<file path="src/rtl/trigger_in_multi.sv">
// Multi-channel trigger sampler: synchronise, hysteresis-filter and timestamp each
// channel's first rising edge per frame; publish hit/veto/position at each frame strobe.
module trigger_in_multi #(
    parameter int NCH         = 4,
    parameter int FILTER_LEN  = 4,
    parameter int POS_W       = 4,
    parameter int VETO_FRAMES = 3
) (
    input  logic               clk400,
    input  logic               reset,
    input  logic               frame,
    input  logic [NCH-1:0]     ch_enable,
    input  logic [NCH-1:0]     trigger_in,
    output logic               trg_valid,
    output logic [NCH-1:0]     trg_mask,
    output logic [NCH-1:0]     veto_mask,
    output logic [NCH*POS_W-1:0] trg_pos
);

    localparam int unsigned      NCH_U     = NCH;
    localparam int unsigned      FL_U      = FILTER_LEN;
    localparam int unsigned      ON_THR    = FILTER_LEN - 1;
    localparam logic [POS_W-1:0] POS_MAX   = '1;
    localparam logic [3:0]       VETO_LOAD = 4'(VETO_FRAMES);

    logic [NCH-1:0]        r_s1;
    logic [NCH-1:0]        r_s2;
    logic [NCH-1:0]        r_filt;
    logic [NCH-1:0]        r_filt_d;
    logic [NCH-1:0]        r_hit;
    logic [FILTER_LEN-1:0] r_win     [NCH];
    logic [POS_W-1:0]      r_pos_cap [NCH];
    logic [3:0]            r_veto_cnt[NCH];
    logic [POS_W-1:0]      r_poscnt;

    logic [NCH-1:0] w_filt_nxt;
    logic [NCH-1:0] w_rise;
    logic [NCH-1:0] w_acc;
    logic [NCH-1:0] w_vetoed;

    function automatic int unsigned popcnt(input logic [FILTER_LEN-1:0] v);
        popcnt = 0;
        for (int unsigned j = 0; j < FL_U; j++) begin
            if (v[j]) popcnt++;
        end
    endfunction

    assign w_rise = r_filt & ~r_filt_d;

    // Hysteresis: set near-full, clear only when empty, otherwise hold.
    always_comb begin
        w_filt_nxt = r_filt;
        w_acc      = '0;
        w_vetoed   = '0;
        for (int unsigned c = 0; c < NCH_U; c++) begin
            if (popcnt(r_win[c]) >= ON_THR) begin
                w_filt_nxt[c] = 1'b1;
            end else if (popcnt(r_win[c]) == 0) begin
                w_filt_nxt[c] = 1'b0;
            end
            if (ch_enable[c] && r_hit[c]) begin
                if (r_veto_cnt[c] == '0) begin
                    w_acc[c] = 1'b1;
                end else begin
                    w_vetoed[c] = 1'b1;
                end
            end
        end
    end

    always_ff @(posedge clk400) begin
        if (reset) begin
            r_s1     <= '0;
            r_s2     <= '0;
            r_filt   <= '0;
            r_filt_d <= '0;
            r_hit    <= '0;
            r_poscnt <= '0;
            for (int unsigned c = 0; c < NCH_U; c++) begin
                r_win[c]      <= '0;
                r_pos_cap[c]  <= '0;
                r_veto_cnt[c] <= '0;
            end
        end else begin
            r_s1     <= trigger_in;
            r_s2     <= r_s1;
            r_filt   <= w_filt_nxt;
            r_filt_d <= r_filt;
            if (frame) begin
                r_poscnt <= '0;
            end else if (r_poscnt != POS_MAX) begin
                r_poscnt <= r_poscnt + POS_W'(1);
            end
            for (int unsigned c = 0; c < NCH_U; c++) begin
                r_win[c] <= {r_win[c][FILTER_LEN-2:0], r_s2[c]};
                if (!ch_enable[c]) begin
                    r_hit[c]      <= 1'b0;
                    r_veto_cnt[c] <= '0;
                end else if (frame) begin
                    // A rise coinciding with the strobe opens the new frame at position 0.
                    r_hit[c]     <= w_rise[c];
                    r_pos_cap[c] <= '0;
                    if (w_acc[c]) begin
                        r_veto_cnt[c] <= VETO_LOAD;
                    end else if (r_veto_cnt[c] != '0) begin
                        r_veto_cnt[c] <= r_veto_cnt[c] - 4'd1;
                    end
                end else if (w_rise[c] && !r_hit[c]) begin
                    r_hit[c]     <= 1'b1;
                    r_pos_cap[c] <= r_poscnt;
                end
            end
        end
    end

    always_ff @(posedge clk400) begin
        if (reset) begin
            trg_valid <= 1'b0;
            trg_mask  <= '0;
            veto_mask <= '0;
            trg_pos   <= '0;
        end else begin
            trg_valid <= frame && (|w_acc);
            if (frame) begin
                trg_mask  <= w_acc;
                veto_mask <= w_vetoed;
                for (int unsigned c = 0; c < NCH_U; c++) begin
                    trg_pos[c*POS_W +: POS_W] <= w_acc[c] ? r_pos_cap[c] : '0;
                end
            end
        end
    end

endmodule

</file>
<file path="config.mk">
export PLATFORM = sky130hd
export DESIGN_NAME = trigger_in_multi
export DESIGN_NICKNAME = d
export VERILOG_FILES = /design/src/rtl/trigger_in_multi.sv
export SDC_FILE = /design/constraint.sdc
export NUM_CORES = 1
export LEC_CHECK = 0
export BUFFER_PORTS_ARGS = -buffer_cell sky130_fd_sc_hd__buf_4
export CORE_UTILIZATION = 38
export DETAILED_ROUTE_END_ITERATION = 6
export SLEW_MARGIN = 30
export SYNTH_ARGS = -nofsm -noshare
export SYNTH_HDL_FRONTEND = slang
export SYNTH_SLANG_ARGS = --single-unit
</file>
<file path="constraint.sdc">
create_clock -name clk400 -period 3.9 [get_ports clk400]
set_input_delay 0.585 -clock clk400 [delete_from_list [all_inputs] [get_ports clk400]]
set_output_delay 0.585 -clock clk400 [all_outputs]
set_load 0.005 [all_outputs]
</file>
# Yosys cells after proc, flatten, opt, wreduce, memory -nomap -nowiden
# Memories as Yosys holds them, arrays and structs flattened.
# Cells that the tools add are included.
dict set report word_totals {
  regBits 49
  mem_bits_rw 48
  input_bits 11
  n_memories 3
}
dict set report classes {
  add_sub_neg 29
  order_cmp 4
  n_eq_ne 1
  n_mux 196
  bitwise_logic 30
  reduce_logical 39
}
# name depth word_bits rd rd_clocked_by_memory_dff wr line_no
set mem_list {}
lappend mem_list {r_pos_cap 4 4 4 0 4 32} ;# logic [POS_W-1:0] r_pos_cap [NCH];
lappend mem_list {r_veto_cnt 4 4 4 0 4 33} ;# logic [3:0] r_veto_cnt[NCH];
lappend mem_list {r_win 4 4 4 0 4 31} ;# logic [FILTER_LEN-1:0] r_win [NCH];
# operator count
set op_table {}
lappend op_table {{32-bit two-way mux} 40}
lappend op_table {{32-bit by 1-bit adder with 32-bit output, second input constant} 24}
lappend op_table {{32-bit by 2-bit >= comparator with 1-bit output, second input constant} 4}
lappend op_table {{32-bit zero test} 4}
lappend op_table {{1-bit two-way mux} 128}
lappend op_table {{4-bit two-way mux} 28}
lappend op_table {{1-bit bitwise OR} 24}
lappend op_table {{4-bit zero test} 4}
lappend op_table {{2-bit nonzero test} 8}
lappend op_table {{4-bit nonzero test} 4}
lappend op_table {{4-bit by 1-bit subtractor with 4-bit output, second input constant} 4}
lappend op_table {{2-bit OR reduction} 5}
lappend op_table {{1-bit logical AND} 9}
lappend op_table {{4-bit by 1-bit adder with 4-bit output, second input constant} 1}
lappend op_table {{4-bit bitwise AND} 1}
lappend op_table {{1-bit zero test} 4}
lappend op_table {{4-bit inequality test, second input constant} 1}
lappend op_table {{1-bit NOT} 4}
lappend op_table {{4-bit NOT} 1}
lappend op_table {{4-bit OR reduction} 1}

# Logic depth before layout (Yosys ltp)
# Gate-level depths: netlist of run 1.
# An unclocked memory read counts as a cell.
dict set report depth {
  ltp_word 22
  ltp_mapped 9
  depth_no_buf 8
}

# Worst setup path before layout of run 1
# OpenSTA, ideal clock, no wires.
dict set report synth_path {
  kind {flip-flop to flip-flop}
  startpoint {mem r_win[0][0]}
  endpoint {reg r_filt[0]}
  setup_time_ps 75
  t_arrival_ps 1905
  path_slack_ps 1921
  stages_incl_launch_ff 10
  cell_sequence {dfxtp_1 -> inv_1 -> ha_1 -> clkbuf_1 -> xor2_1 -> ha_1 -> and3b_1 -> nor4b_1 -> a31oi_1 -> a31oi_1}
}
# element line_no
set synth_rtl {}
lappend synth_rtl {{start, declared} 31}
lappend synth_rtl {{end signal, assigned} 87} ;# r_filt <= w_filt_nxt;
lappend synth_rtl {{end, declared} 28} ;# logic [NCH-1:0] r_filt;

==> results of run 1 <==
-- cells by family (layout without fill, tap and decap cells) --
kind of cell / Yosys count / after routing / share of synthesized area
compound gates: 82 / 82 / 0.113
xor+xnor: 10 / 10 / 0.0200
fa+ha+maj: 19 / 19 / 0.0542
buf+inv: 47 / 76 / 0.0448
flops: 97 / 97 / 0.516
mux: 5 / 5 / 0.0114
simple gates: 178 / 178 / 0.241
-- state kept, by name, summed over array words and instances, names as in the netlist, 16 cells and up --
name,flops
r_pos_cap,16
r_veto_cnt,16
r_win,16
trg_pos,16
-- worst paths after layout --
check	end	slack, ns	cells past startpoint
max reg2reg	r_filt[1]	1.76	8
min	r_win[1][0]	0.44	1
min reg2reg	r_win[1][0]	0.44	1
max	r_filt[1]	1.76	8
-- metrics by stage --
stage	util	hold slack, ns	cells	worst slack (ns)	power (W)
finish	0.455	0.435	607	1.76	0.00211
global route	0.455	0.446	607	1.55	0.00220
CTS	0.455	0.436	607	1.76	0.00214
detailed placement	0.428	0.424	591	1.50	0.00126
global placement	0.428	0.417	591	1.54	0.00126
floorplan	-	0.414	438	1.92	0.00123
-- placed cells by master (no fill, tap or decap), types with 2 or more instances in the layout --
cell type	synthesis	final
and3_1	2	2
nor2_4	3	3
a211oi_1	2	2
nand2b_1	33	33
nor3_1	8	8
nor4_2	2	2
nand3b_1	6	6
dfxtp_1	65	65
and2_1	18	18
nand3_1	24	24
xor2_1	4	4
edfxtp_1	32	32
a31oi_1	12	12
or3_1	4	4
a22o_1	4	4
nand2_1	15	15
a21oi_1	31	31
nor2_1	26	26
buf_4	1	35
inv_6	0	2
o311ai_0	3	3
nor2b_1	20	20
nor3b_1	2	2
ha_1	19	19
or3b_1	4	4
inv_1	25	25
a32o_1	2	2
and3b_1	4	4
nor4b_1	3	3
o21ai_0	19	19
clkinv_2	0	2
mux2i_1	5	5
xnor2_1	6	6
clkbuf_16	0	9
-- per-layer routing --
layer / vias to the layer above / routed length, um / part of all wire
li1: 1575 / - / -
met1: 1429 / 3820 / 0.47
met2: 35 / 3950 / 0.48
met3: 12 / 253 / 0.031
met4: 0 / 126 / 0.015
met5: - / 0 / 0
-- worst register-to-register path, delay by kind of cell, from the launching register on --
kind | cells | cell delay (ns)
adders and majority gates | 2 | 0.74
AOI/OAI and AO/OA | 3 | 0.46
DFF | 1 | 0.35
xor gates and xnor gates | 1 | 0.19
and+or+nand+nor | 1 | 0.18
buffers and inverters | 1 | 0.06
-- layout make-up --
| type | count | area (um2) |
|---|---|---|
| clock inverter | 7 | 68.8 |
| tap | 140 | 175 |
| sequential | 97 | 2260 |
| inverter | 25 | 93.8 |
| fill | 1076 | 6020 |
| clock buffer | 9 | 225 |
| multi-input combinational | 294 | 1930 |
| timing repair buffer | 35 | 263 |
-- where the power goes --
group	switching, W	total (W)	leakage, nW	internal (W)
combinational	0.0000882	0.000146	0.924	0.0000577
clock	0.000376	0.000873	0.144	0.000497
sequential	0.0000189	0.00109	0.878	0.00108
total	0.000483	0.00211	1.95	0.00163
==> flow_metrics.env, run 1 <==
export IMPL_rsz0062_at_grt="no"
export IMPL_ys_async_sr_fraction=0
export IMPL_arrival_ns=2.34
export IMPL_maxCapViolCount=0
export IMPL_min_delay_start="r_s2[1]"
export IMPL_first_global_vias=2965
export IMPL_cp_slowest_stage_delay_ns=0.41
export IMPL_max_freq_ghz=0.467
export IMPL_min_path_type="flip-flop to flip-flop"
export IMPL_tritoncts="done"
export IMPL_grtUsageMet3=0.0421
export IMPL_final_area_mm2=0.00501
export IMPL_peakVddDrop_mv=0.352
export IMPL_cp_start_kind="flip-flop"
export IMPL_timing_rr_start="r_win[1][0]"
export IMPL_critPathCaptureType="flip-flop"
export IMPL_slew_violations=0
export IMPL_slowest_stage="ha_1"
export IMPL_grt_total_usage=0.152
export IMPL_clk_path_buf_depth=2
export IMPL_path_buf_inv=1
export IMPL_ys_ff_latch=97
export IMPL_numCtsBuffers=9
export IMPL_die_w_um=109
export IMPL_tightest_slew_ns=0.766
export IMPL_cp_startpoint="r_win[1][0]"
export IMPL_dr_total_vias=3051
export IMPL_gp_congestion=0.716
export IMPL_grt_max_degree=61
export IMPL_ant_nets=0
export IMPL_power_static_leakage_nw=1.95
export IMPL_synth_area_leaders="dfxtp_1 (30%), edfxtp_1 (22%), ha_1 (5.4%)"
export IMPL_ctsResizeCount=0
export IMPL_die_y_um=109
export IMPL_rows=38
export IMPL_cellPowerDensity_mw_per_mm2=421
export IMPL_synth_edf_count=32
export IMPL_final_period_utilization=0.549
export IMPL_met1_usage=0.185
export IMPL_clk_pin_slew_ns=0.07
export IMPL_cp_top_family="adder cells"
export IMPL_syn_nets=468
export IMPL_post_dp_cell_area_mm2=0.00472
export IMPL_antennaDiodeCount=0
export IMPL_skew_ns=0.00884
export IMPL_setup_viol=0
export IMPL_io_pins=36
export IMPL_drc=0
export IMPL_cts_root_buf="clkbuf_16"
export IMPL_synthCells=438
export IMPL_syn_area_mm2=0.00439
export IMPL_layout_drive_gt1_share=0.126
export IMPL_grt_pass1_wl_mm=14.0
export IMPL_crit_top_cell="ha_1"
export IMPL_synth_cell_types=49
export IMPL_port_buffer_count=35
export IMPL_setup_tns_ns=0
export IMPL_initial_core_util=0.398
export IMPL_viasPerCell=5.03
export IMPL_die_area_mm2=0.0120
export IMPL_syn_avg_cell_area_um2=10.0
export IMPL_finalWirelength_mm=8.15
export IMPL_clock_latency_ns=0.34
export IMPL_synth_top_cell_area_share=0.297
export IMPL_yosysTopAreaCell="dfxtp_1"
export IMPL_cts_sinks=97
export IMPL_yosysSeqAreaShare=0.516
export IMPL_ys_flop_type="dfxtp_1"
export IMPL_htree_levels=3
export IMPL_min_period_ns=2.14
export IMPL_wl_per_cell_um=13.4
export IMPL_yosysWarnings=0
export IMPL_layout_nets=492
export IMPL_grt_use_met2=0.256
export IMPL_grt_busiest_layer="met2"
export IMPL_critPathKind="flip-flop to flip-flop"
export IMPL_crit_required_ns=4.10
export IMPL_areaGrowthSynthToFinish_pct=14.4
export IMPL_antenna_found_initial=0
export IMPL_cp_max_fo=10
export IMPL_cp_cell_sequence="inv_1 > ha_1 > xor2_1 > ha_1 > and3b_1 > a31o_2 > o21ai_0 > a31oi_1"
export IMPL_yosysMostFrequentCell="dfxtp_1"
export IMPL_dpl_hpwl_mm=5.71
export IMPL_cts_hold_buf=0
export IMPL_drtIter0Drc=118
export IMPL_slew_headroom=0.487
export IMPL_status="completed"
export IMPL_hold_viol=0
export IMPL_globalRoute_totalOverflow=0
export IMPL_drt_first_pass_iters=4
export IMPL_core_area_mm2=0.0110
export IMPL_cts_setup_buffers=0
export IMPL_synth_commonest_cells="dfxtp_1 (65), nand2b_1 (33), edfxtp_1 (32), a21oi_1 (31), nor2_1 (26)"
No activity file was read; power rests on OpenSTA's default activity.
==> run 2, diff against run 1 <==
Clock period 3.9 ns to 1.85 ns, I/O delays scaled along.
==> run 2 against run 1 <==
The run now ends with negative setup slack left. Global-route usage shrank 0.62 points. Combinational power grew 140%. Critical path depth is the same. Sequential power grew 110%. Total power grew 120%. Final area grew 4.3%. Clock power grew 120%. Sequential share of layout area shrank 1.7 points. Die area is the same. Critical path type unchanged.
==> flow_metrics.env, run 2 (synthesis gave the netlist of run 1 again) <==
export IMPL_status="finished, violations left"
export IMPL_violations="negative setup slack"
export IMPL_cp_cell_sequence="inv_2 > ha_4 > xor2_1 > ha_1 > and3b_1 > nor4b_2 > a31oi_1 > a31oi_1"
export IMPL_highest_signal_layer="met4"
export IMPL_holdWs_ns=0.147
export IMPL_globalRoute_totalOverflow=0
export IMPL_numCtsBuffers=9
export IMPL_cts_sinks=97
export IMPL_ff_latch_area_mm2=0.00227
export IMPL_tritoncts="done"
export IMPL_areaGrowthSynthToFinish_pct=19.3
export IMPL_die_area_mm2=0.0120
export IMPL_multi_input_area_mm2=0.00202
export IMPL_p_sw_w=0.000975
export IMPL_cts_root_buf="clkbuf_16"
export IMPL_power_frac_seq=0.504
export IMPL_cp_start_kind="flip-flop"
export IMPL_hold_viol=0
export IMPL_initial_core_util=0.398
export IMPL_wl_per_cell_um=12.9
export IMPL_gp_congestion=0.733
export IMPL_switching_share=0.213
export IMPL_path_buf_inv=1
export IMPL_final_period_utilization=1.00
export IMPL_slew_headroom=0.747
export IMPL_power_static_leakage_nw=2.02
export IMPL_finalWirelength_mm=7.98
export IMPL_io_pins=36
export IMPL_maxCapViolCount=0
export IMPL_tightest_slew_ns=0.377
export IMPL_wl_met2_mm=3.75
export IMPL_fin_util=0.474
export IMPL_arrival_ns=2.11
export IMPL_grt_max_degree=41
export IMPL_dpl_hpwl_mm=5.61
export IMPL_rrSetupSlack_ns=-0.0003
export IMPL_cp_max_fo=4
export IMPL_post_place_ws_ns=-0.0244
export IMPL_wl_met1_mm=3.87
export IMPL_timing_rr_start="r_win[0][1]"
export IMPL_min_delay_start="trigger_in[1]"
export IMPL_max_freq_ghz=0.540
export IMPL_layout_commonest_cell="dfxtp_1"
export IMPL_clk_pin_slew_ns=0.06
export IMPL_clk_path_buf_depth=2
export IMPL_timing_rr_end="r_filt[0]"
export IMPL_slowest_stage="dfxtp_2"
export IMPL_setup_viol=1
export IMPL_critPathKind="flip-flop to flip-flop"
export IMPL_min_path_type="primary input to flip-flop"
export IMPL_drc=0
export IMPL_cp_top_family="adder cells"
export IMPL_reg2reg_depth=8
export IMPL_final_cell_mix="dfxtp_1 (58), buf_4 (49), nand2b_1 (33)"
export IMPL_p_int_w=0.00360
export IMPL_die_y_um=109
export IMPL_crit_required_ns=2.11
export IMPL_grt_total_usage=0.146
export IMPL_min_period_ns=1.85
export IMPL_rows=38
export IMPL_crit_top_cell="a31oi_1"
export IMPL_met3_length_um=222
export IMPL_cp_slowest_stage_delay_ns=0.34
export IMPL_drt_first_pass_iters=4
export IMPL_peakVddDrop_mv=0.567
export IMPL_critPathCaptureType="flip-flop"
export IMPL_layout_nets=506
export IMPL_cellPowerDensity_mw_per_mm2=875
export IMPL_combPwrFrac=0.077
export IMPL_slew_violations=0
export IMPL_viasPerCell=4.92
export IMPL_layout_drive_gt1_share=0.191
export IMPL_skew_ns=0.00436
export IMPL_port_buffer_count=35
export IMPL_setup_tns_ns=-0.000321
export IMPL_dr_total_vias=3058
export IMPL_htree_levels=3
export IMPL_pwr_share_clk=0.419
export IMPL_antennaDiodeCount=0
export IMPL_nFillCells=1052
export IMPL_ant_nets=0
export IMPL_drtIter0Drc=138
export IMPL_antenna_found_initial=0
export IMPL_core_area_mm2=0.0110
export IMPL_die_w_um=109
export IMPL_worst_slack_ns=-0.000321
export IMPL_rsz0062_at_grt="yes"
export IMPL_grt_pass1_wl_mm=13.6
export IMPL_min_to="r_s1[1]"
export IMPL_first_global_vias=2937
export IMPL_hold_depth=2
export IMPL_clock_latency_ns=0.34
-- run 2: cell count changes in the layout (fill, tap and decap cells not counted), sizes merged --
| cell | delta |
|---|---|
| buf | +14 |
| bufinv | +1 |
| clkbuf | +3 |
| clkinv | -1 |
| clkinvlp | -1 |
| inv | -2 |
-- run 2: worst max-delay path by stage --
stage	start	endpoint	slack, ns	cells past startpoint
floorplan	r_win[0][0]	r_filt[0]	-0.05	9
global placement	r_win[0][0]	r_filt[0]	0.03	8
detailed placement	r_win[0][0]	r_filt[0]	-0.02	8
CTS	r_win[0][0]	r_filt[0]	-0.02	8
global route	r_win[0][1]	r_filt[0]	-0.13	8
finish	r_win[0][1]	r_filt[0]	-0.0003	8
-- run 2: power by group through the flow --
stage	registers, W	logic, W	clock network, W
floorplan	0.00234	0.000259	0
global placement	0.00235	0.000327	0
detailed placement	0.00235	0.000337	0
global route	0.00232	0.000391	0.00205
CTS	0.00231	0.000341	0.00197
finish	0.00231	0.000351	0.00192
-- run 2: cell type report --
cell class	instances	share of cell area
flip-flops and latches	97	0.434
multi-input cells	294	0.386
repair buffers	49	0.0703
clock buffers	12	0.0452
well taps	140	0.0335
inverters	25	0.0179
clock inverters	4	0.0129
-- run 2: routing by layer --
layer / up-vias / global-route usage
met5: - / 0
met4: 0 / 0.0629
met3: 11 / 0.0314
met2: 41 / 0.248
met1: 1406 / 0.179
li1: 1600 / -
-- run 2: timing repair --
action	CTS	global route
buffers inserted	0	1
cloned	0	0
gates resized for setup	2	18
pin swaps	3	8
hold buffers	0	0
endpoints found under the setup margin	3	17
-- run 2: stage by stage --
stage	cells	power [W]	instance area (um2)
floorplan	438	0.00260	4430
global placement	604	0.00268	4850
detailed placement	604	0.00269	4850
CTS	620	0.00462	5170
global route	621	0.00476	5230
finish	621	0.00458	5230
